**config.mk**
```make
export PLATFORM = sky130hd
export DESIGN_NAME = dino_motion_ctrl_flat
export DESIGN_NICKNAME = d
export VERILOG_FILES = /design/src/rtl/dino_motion_ctrl_if.sv /design/src/rtl/dino_motion_ctrl.sv /design/src/flat_wrapper.sv
export SDC_FILE = /design/constraint.sdc
export NUM_CORES = 1
export LEC_CHECK = 0
export BUFFER_PORTS_ARGS = -buffer_cell sky130_fd_sc_hd__buf_2
export CAP_MARGIN = 20
export CORE_MARGIN = 3
export CORE_UTILIZATION = 60
export CTS_CLUSTER_SIZE = 40
export DETAILED_ROUTE_END_ITERATION = 8
export GPL_ROUTABILITY_DRIVEN = 0
export PLACE_DENSITY = 0.83
export SETUP_SLACK_MARGIN = 0.5
export SLEW_MARGIN = 20
export SYNTH_ARGS = -nofsm -noshare
export SYNTH_HDL_FRONTEND = slang
export SYNTH_SLANG_ARGS = --single-unit
```
**constraint.sdc**
```tcl
create_clock -name clk -period 4.5 [get_ports clk]
set_input_delay 0.675 -clock clk [delete_from_list [all_inputs] [get_ports clk]]
set_output_delay 0.675 -clock clk [all_outputs]
set_load 0.03 [all_outputs]
```
**src/rtl/dino_motion_ctrl_if.sv**
```systemverilog
// Player-side signal bundle for dino_motion_ctrl.
// The game logic drives button/halt/restart; the motion block returns its outputs.
interface dino_motion_ctrl_if;
  logic       button;
  logic       halt;
  logic       restart;
  logic [6:0] jumpaddr;
  logic       sprite;
  logic [4:0] random1;

  modport master (
    output button, halt, restart,
    input  jumpaddr, sprite, random1
  );

  modport slave (
    input  button, halt, restart,
    output jumpaddr, sprite, random1
  );
endinterface

```
**src/rtl/dino_motion_ctrl.sv**
```systemverilog
// Per-player motion block: jump trajectory, running-sprite toggle and an
// LFSR-derived random value latched on each button press.
module dino_motion_ctrl #(
  parameter int          TICK_DIV  = 1_000_000,
  parameter int          ANIM_DIV  = 10_000_000,
  parameter int          JUMP_V0   = 9,
  parameter int          GRAVITY   = 1,
  parameter logic [15:0] LFSR_SEED = 16'hACE1
) (
  input logic               clk,
  input logic               reset_n,
  dino_motion_ctrl_if.slave bus
);

  localparam int TICK_W = (TICK_DIV > 1) ? $clog2(TICK_DIV) : 1;
  localparam int ANIM_W = (ANIM_DIV > 1) ? $clog2(ANIM_DIV) : 1;
  localparam logic [TICK_W-1:0] C_TICK_LAST = TICK_W'(TICK_DIV - 1);
  localparam logic [ANIM_W-1:0] C_ANIM_LAST = ANIM_W'(ANIM_DIV - 1);
  localparam logic [6:0]        C_H0        = 7'(JUMP_V0);
  localparam logic signed [7:0] C_V0        = 8'(JUMP_V0);
  localparam logic signed [7:0] C_G         = 8'(GRAVITY);

  typedef enum logic {S_IDLE, S_AIR} state_t;

  // Height saturates at the top of the 7-bit range; n <= 0 is handled as landing.
  function automatic logic [6:0] sat_height(input logic signed [8:0] n);
    if (n > 9'sd127) return 7'd127;
    return n[6:0];
  endfunction

  logic                r_btn_meta, r_btn_s, r_btn_prev;
  logic [TICK_W-1:0]   r_tick_cnt;
  logic [ANIM_W-1:0]   r_anim_cnt;
  state_t              r_state;
  logic [6:0]          r_h;
  logic signed [7:0]   r_v;
  logic                r_sprite;
  logic [15:0]         r_lfsr;
  logic [4:0]          r_random1;

  logic                w_tick, w_anim, w_btn_rise, w_fb;
  logic signed [8:0]   w_sum;

  assign w_tick     = (r_tick_cnt == C_TICK_LAST);
  assign w_anim     = (r_anim_cnt == C_ANIM_LAST);
  assign w_btn_rise = r_btn_s & ~r_btn_prev;
  assign w_fb       = r_lfsr[15] ^ r_lfsr[13] ^ r_lfsr[12] ^ r_lfsr[10];
  assign w_sum      = $signed({2'b00, r_h}) + $signed({r_v[7], r_v});

  always_ff @(posedge clk or negedge reset_n) begin
    if (!reset_n) begin
      r_btn_meta <= 1'b0;
      r_btn_s    <= 1'b0;
      r_btn_prev <= 1'b0;
    end else begin
      r_btn_meta <= bus.button;
      r_btn_s    <= r_btn_meta;
      r_btn_prev <= r_btn_s;
    end
  end

  // Free-running timebases; game control never disturbs them.
  always_ff @(posedge clk or negedge reset_n) begin
    if (!reset_n) begin
      r_tick_cnt <= '0;
      r_anim_cnt <= '0;
      r_sprite   <= 1'b1;
    end else begin
      r_tick_cnt <= w_tick ? '0 : r_tick_cnt + TICK_W'(1);
      r_anim_cnt <= w_anim ? '0 : r_anim_cnt + ANIM_W'(1);
      if (w_anim) r_sprite <= ~r_sprite;
    end
  end

  always_ff @(posedge clk or negedge reset_n) begin
    if (!reset_n) begin
      r_state <= S_IDLE;
      r_h     <= '0;
      r_v     <= '0;
    end else if (bus.restart) begin
      r_state <= S_IDLE;
      r_h     <= '0;
      r_v     <= '0;
    end else if (!bus.halt && w_tick) begin
      case (r_state)
        S_IDLE: begin
          if (r_btn_s) begin
            r_h     <= C_H0;
            r_v     <= C_V0 - C_G;
            r_state <= S_AIR;
          end else begin
            r_h <= '0;
          end
        end
        S_AIR: begin
          // Button is deliberately ignored here: no mid-air relaunch.
          if (w_sum <= 9'sd0) begin
            r_h     <= '0;
            r_v     <= '0;
            r_state <= S_IDLE;
          end else begin
            r_h <= sat_height(w_sum);
            r_v <= r_v - C_G;
          end
        end
      endcase
    end
  end

  // Nonzero seed keeps the LFSR out of its lock-up state.
  always_ff @(posedge clk or negedge reset_n) begin
    if (!reset_n) begin
      r_lfsr    <= LFSR_SEED;
      r_random1 <= '0;
    end else begin
      r_lfsr <= {r_lfsr[14:0], w_fb};
      if (w_btn_rise) r_random1 <= r_lfsr[4:0];
    end
  end

  assign bus.jumpaddr = r_h;
  assign bus.sprite   = r_sprite;
  assign bus.random1  = r_random1;

endmodule

```
**src/flat_wrapper.sv**
```systemverilog
// flat-port wrapper written by rule: the top's interface ports become plain ports
module dino_motion_ctrl_flat 
#(
  parameter int          TICK_DIV  = 1_000_000,
  parameter int          ANIM_DIV  = 10_000_000,
  parameter int          JUMP_V0   = 9,
  parameter int          GRAVITY   = 1,
  parameter logic [15:0] LFSR_SEED = 16'hACE1
)
  (clk, reset_n, bus_button, bus_halt, bus_restart, bus_jumpaddr, bus_sprite, bus_random1);
  dino_motion_ctrl_if bus_i ();
  input logic clk;
  input logic reset_n;
  input wire logic [$bits(bus_i.button)-1:0] bus_button;
  input wire logic [$bits(bus_i.halt)-1:0] bus_halt;
  input wire logic [$bits(bus_i.restart)-1:0] bus_restart;
  output wire logic [$bits(bus_i.jumpaddr)-1:0] bus_jumpaddr;
  output wire logic [$bits(bus_i.sprite)-1:0] bus_sprite;
  output wire logic [$bits(bus_i.random1)-1:0] bus_random1;
  assign bus_i.button = bus_button;
  assign bus_i.halt = bus_halt;
  assign bus_i.restart = bus_restart;
  assign bus_jumpaddr = bus_i.jumpaddr;
  assign bus_sprite = bus_i.sprite;
  assign bus_random1 = bus_i.random1;
  dino_motion_ctrl #(.TICK_DIV(TICK_DIV), .ANIM_DIV(ANIM_DIV), .JUMP_V0(JUMP_V0), .GRAVITY(GRAVITY), .LFSR_SEED(LFSR_SEED)) u_core (.clk(clk), .reset_n(reset_n), .bus(bus_i));
endmodule
```
==> flow_summary.ini <==
[worst_setup_path]
cp.required_ns = 4.75
end_kind = register
critPathArrivalTime_ns = 2.88
path_buf_inv = 0
worstPathCellList = ha_1 > a21o_1 > a31o_2 > a41oi_1 > mux2_2 > nand4_1 > nand2_1 > o31ai_1
cpLargestDelayFamily = compound AO/OA/AOI/OAI gates
cp_slowest_stage_delay_ns = 0.45
crit_type = reg2reg
path_max_fanout = 7
cp_slowest_cell = dfrtp_1
critPathLaunchType = register

[drt]
vias = 2684
drc = 0
post_drt_wl_per_cell_um = 14.7
dr.pass1.iters = 4
wl_mm = 6.78
drt_iter0_markers = 126
ant_nets = 0
vias_per_cell = 5.81

[floorplanning]
die_y_um = 86.7
die_w_um = 86.7
core_sq_mm = 0.00610
start_util_pct = 64.0
die_area_sq_mm = 0.00751
row_count = 28
pin_count = 18

[clock_tree]
root_buffer = clkbuf_8
post_cts_resized = 0
htreeDepth = 3
cts_made_buffers = 9
post_cts_buffers = 0
cts_sinks = 85
cts_buffer_depth = 2
hold_buffers = 0
clk-insertion-delay-late_ns = 0.35
tritoncts = done
clk_pin_slew_ns = 0.09

[power_and_ir_drop]
p_int_mw = 1.14
ir_drop_uv = 273
leakage_nw = 2.02
p_comb_share_pct = 1.6
seq_power_share_pct = 53.3
power.total_mw = 1.44
clkPwrFrac_pct = 45.0
power-per-cell-area_mw_per_mm2 = 332
p_switching_mw = 0.297
switching_share_pct = 20.7

[global_route]
grt_use_total_pct = 20.5
grt_pass1_wl_mm = 12.0
overflow = 0
grt_pass1_vias = 2642
antenna_found_initial = 0
grt_max_degree = 86

[layout]
antenna_cells = 0
final_common_cell = dfrtp_1
final_layout_size_suffix_gt1_share_pct = 14.0
final_cell_mix = 76 x dfrtp_1, 43 x nand2_1, 36 x nor2_1, 25 x xnor2_1, 23 x xor2_1
fin_nets = 398
syn_to_final_growth_pct = 10.6

[sta]
finalSetupViolCount = 0
timing.fmax_mhz = 381
period_needed_ns = 2.62
worst_pin_slew_ns = 0.720
fin_crit_sh_pct = 58.3
rsz0062_at_grt = false
finalClockSkew_ns = 0.00579
hold_viol_final = 0
setup-tns-final_ns = 0
slew_viol_final = 0
slew_headroom_pct = 52.0

[placed_design]
place_hpwl_mm = 4.66
io_buffers = 17

[synth]
synth-async-reset-ratio_pct = 100
postSynthRegisterBits = 85
syn-mean-instance-area_sq_um = 10.9
ys_warn_count = 0
yosysSeqAreaShare_pct = 54.8
syn_area_sq_mm = 0.00390
ys_types = 45
synth-edff-count = 0
ys.flop_type = dfrtp_1
netlist_instances = 358
synth_nets = 374

[worst_hold_path]
hold_class = in2async

[status]
outcome = complete, no violations

[run]
cap_violations = 0
==> sequential cells by signal (all words and copies together), names as in the netlist <==
register             count
u_core.bus.jumpaddr      7
u_core.bus.random1       5
u_core.bus.sprite        1
u_core.r_anim_cnt       24
u_core.r_btn_meta        1
u_core.r_btn_prev        1
u_core.r_btn_s           1
u_core.r_lfsr           16
u_core.r_state           1
u_core.r_tick_cnt       20
u_core.r_v               8
==> power by group through the flow <==
stage | Combinational [mW] | Clock [mW] | Sequential [mW]
final | 0.0232 | 0.646 | 0.766
after global routing | 0.0274 | 0.694 | 0.766
after CTS | 0.0244 | 0.660 | 0.766
after detailed placement | 0.0242 | 0 | 0.781
after global placement | 0.0239 | 0 | 0.781
after floorplan | 0.00475 | 0 | 0.781
==> stage by stage <==
stage | area, sq um | cells | util [%] | hold WS [ns] | setup slack [ns]
after CTS | 4310 | 462 | 70.8 | 0.361 | 1.91
after global placement | 4070 | 446 | 66.7 | 0.335 | 1.98
final | 4320 | 462 | 70.8 | 0.336 | 1.88
after detailed placement | 4070 | 446 | 66.7 | 0.337 | 1.92
after floorplan | 3900 | 358 | - | 0.331 | 2.02
after global routing | 4320 | 462 | 70.8 | 0.364 | 1.64
==> routing by layer <==
metal,GRT usage [%],part of all wire [%],up-vias
met5,0,0,-
met4,7.65,1.8,0
met3,6.08,3.8,11
met2,33.1,48,57
met1,26.2,46,1320
li1,-,-,1296
==> synthesized netlist by cell type, types with 4 or more instances <==
cell / count / share of area [%]
a21oi_1: 5 / 0.64
and4_1: 6 / 1.3
nand4_1: 7 / 1.1
ha_1: 10 / 3.2
nand3_1: 21 / 2.7
o21ai_0: 16 / 2.1
and3_1: 10 / 1.6
nor3_1: 5 / 0.64
nand2_1: 43 / 4.1
inv_1: 6 / 0.58
mux2_2: 6 / 1.7
nor2b_1: 10 / 1.6
dfstp_2: 9 / 6.1
nor2_1: 36 / 3.5
o2111ai_1: 4 / 0.90
dfrtp_1: 76 / 49
xor2_1: 23 / 5.2
xnor2_1: 25 / 5.6
==> cell families after synthesis <==
family | Yosys count | synth area share (%)
and+or+nand+nor | 153 | 20.2
muxes | 6 | 1.73
DFF | 85 | 54.8
buffers and inverters | 10 | 0.993
adders and majority gates | 11 | 3.72
xor gates and xnor gates | 48 | 10.8
AOI/OAI and AO/OA | 45 | 7.85
==> area by class of cell <==
cell class,instances,area [sq um]
sequential,85,2140
fill,437,1780
inverter,6,22.5
tap,75,93.8
clock buffer,9,124
multi-input combinational,263,1730
timing repair buffer,17,91.3
clock inverter,7,121
==> path summary, 6_finish.rpt <==
path	from	to	slack, ns	cells past startpoint
setup / recovery	u_core.r_v[4]	u_core.r_v[6]	1.88	8
max in group asynchronous	reset_n	u_core.r_v[4]	3.64	1
min in group clk	u_core.r_lfsr[8]	u_core.r_lfsr[9]	0.36	0
hold reg to reg	u_core.r_lfsr[8]	u_core.r_lfsr[9]	0.36	0
setup reg to reg	u_core.r_v[4]	u_core.r_v[6]	1.88	8
hold / removal	reset_n	u_core.r_lfsr[9]	0.34	1
Note: power is estimated with default switching activity, not from simulation.
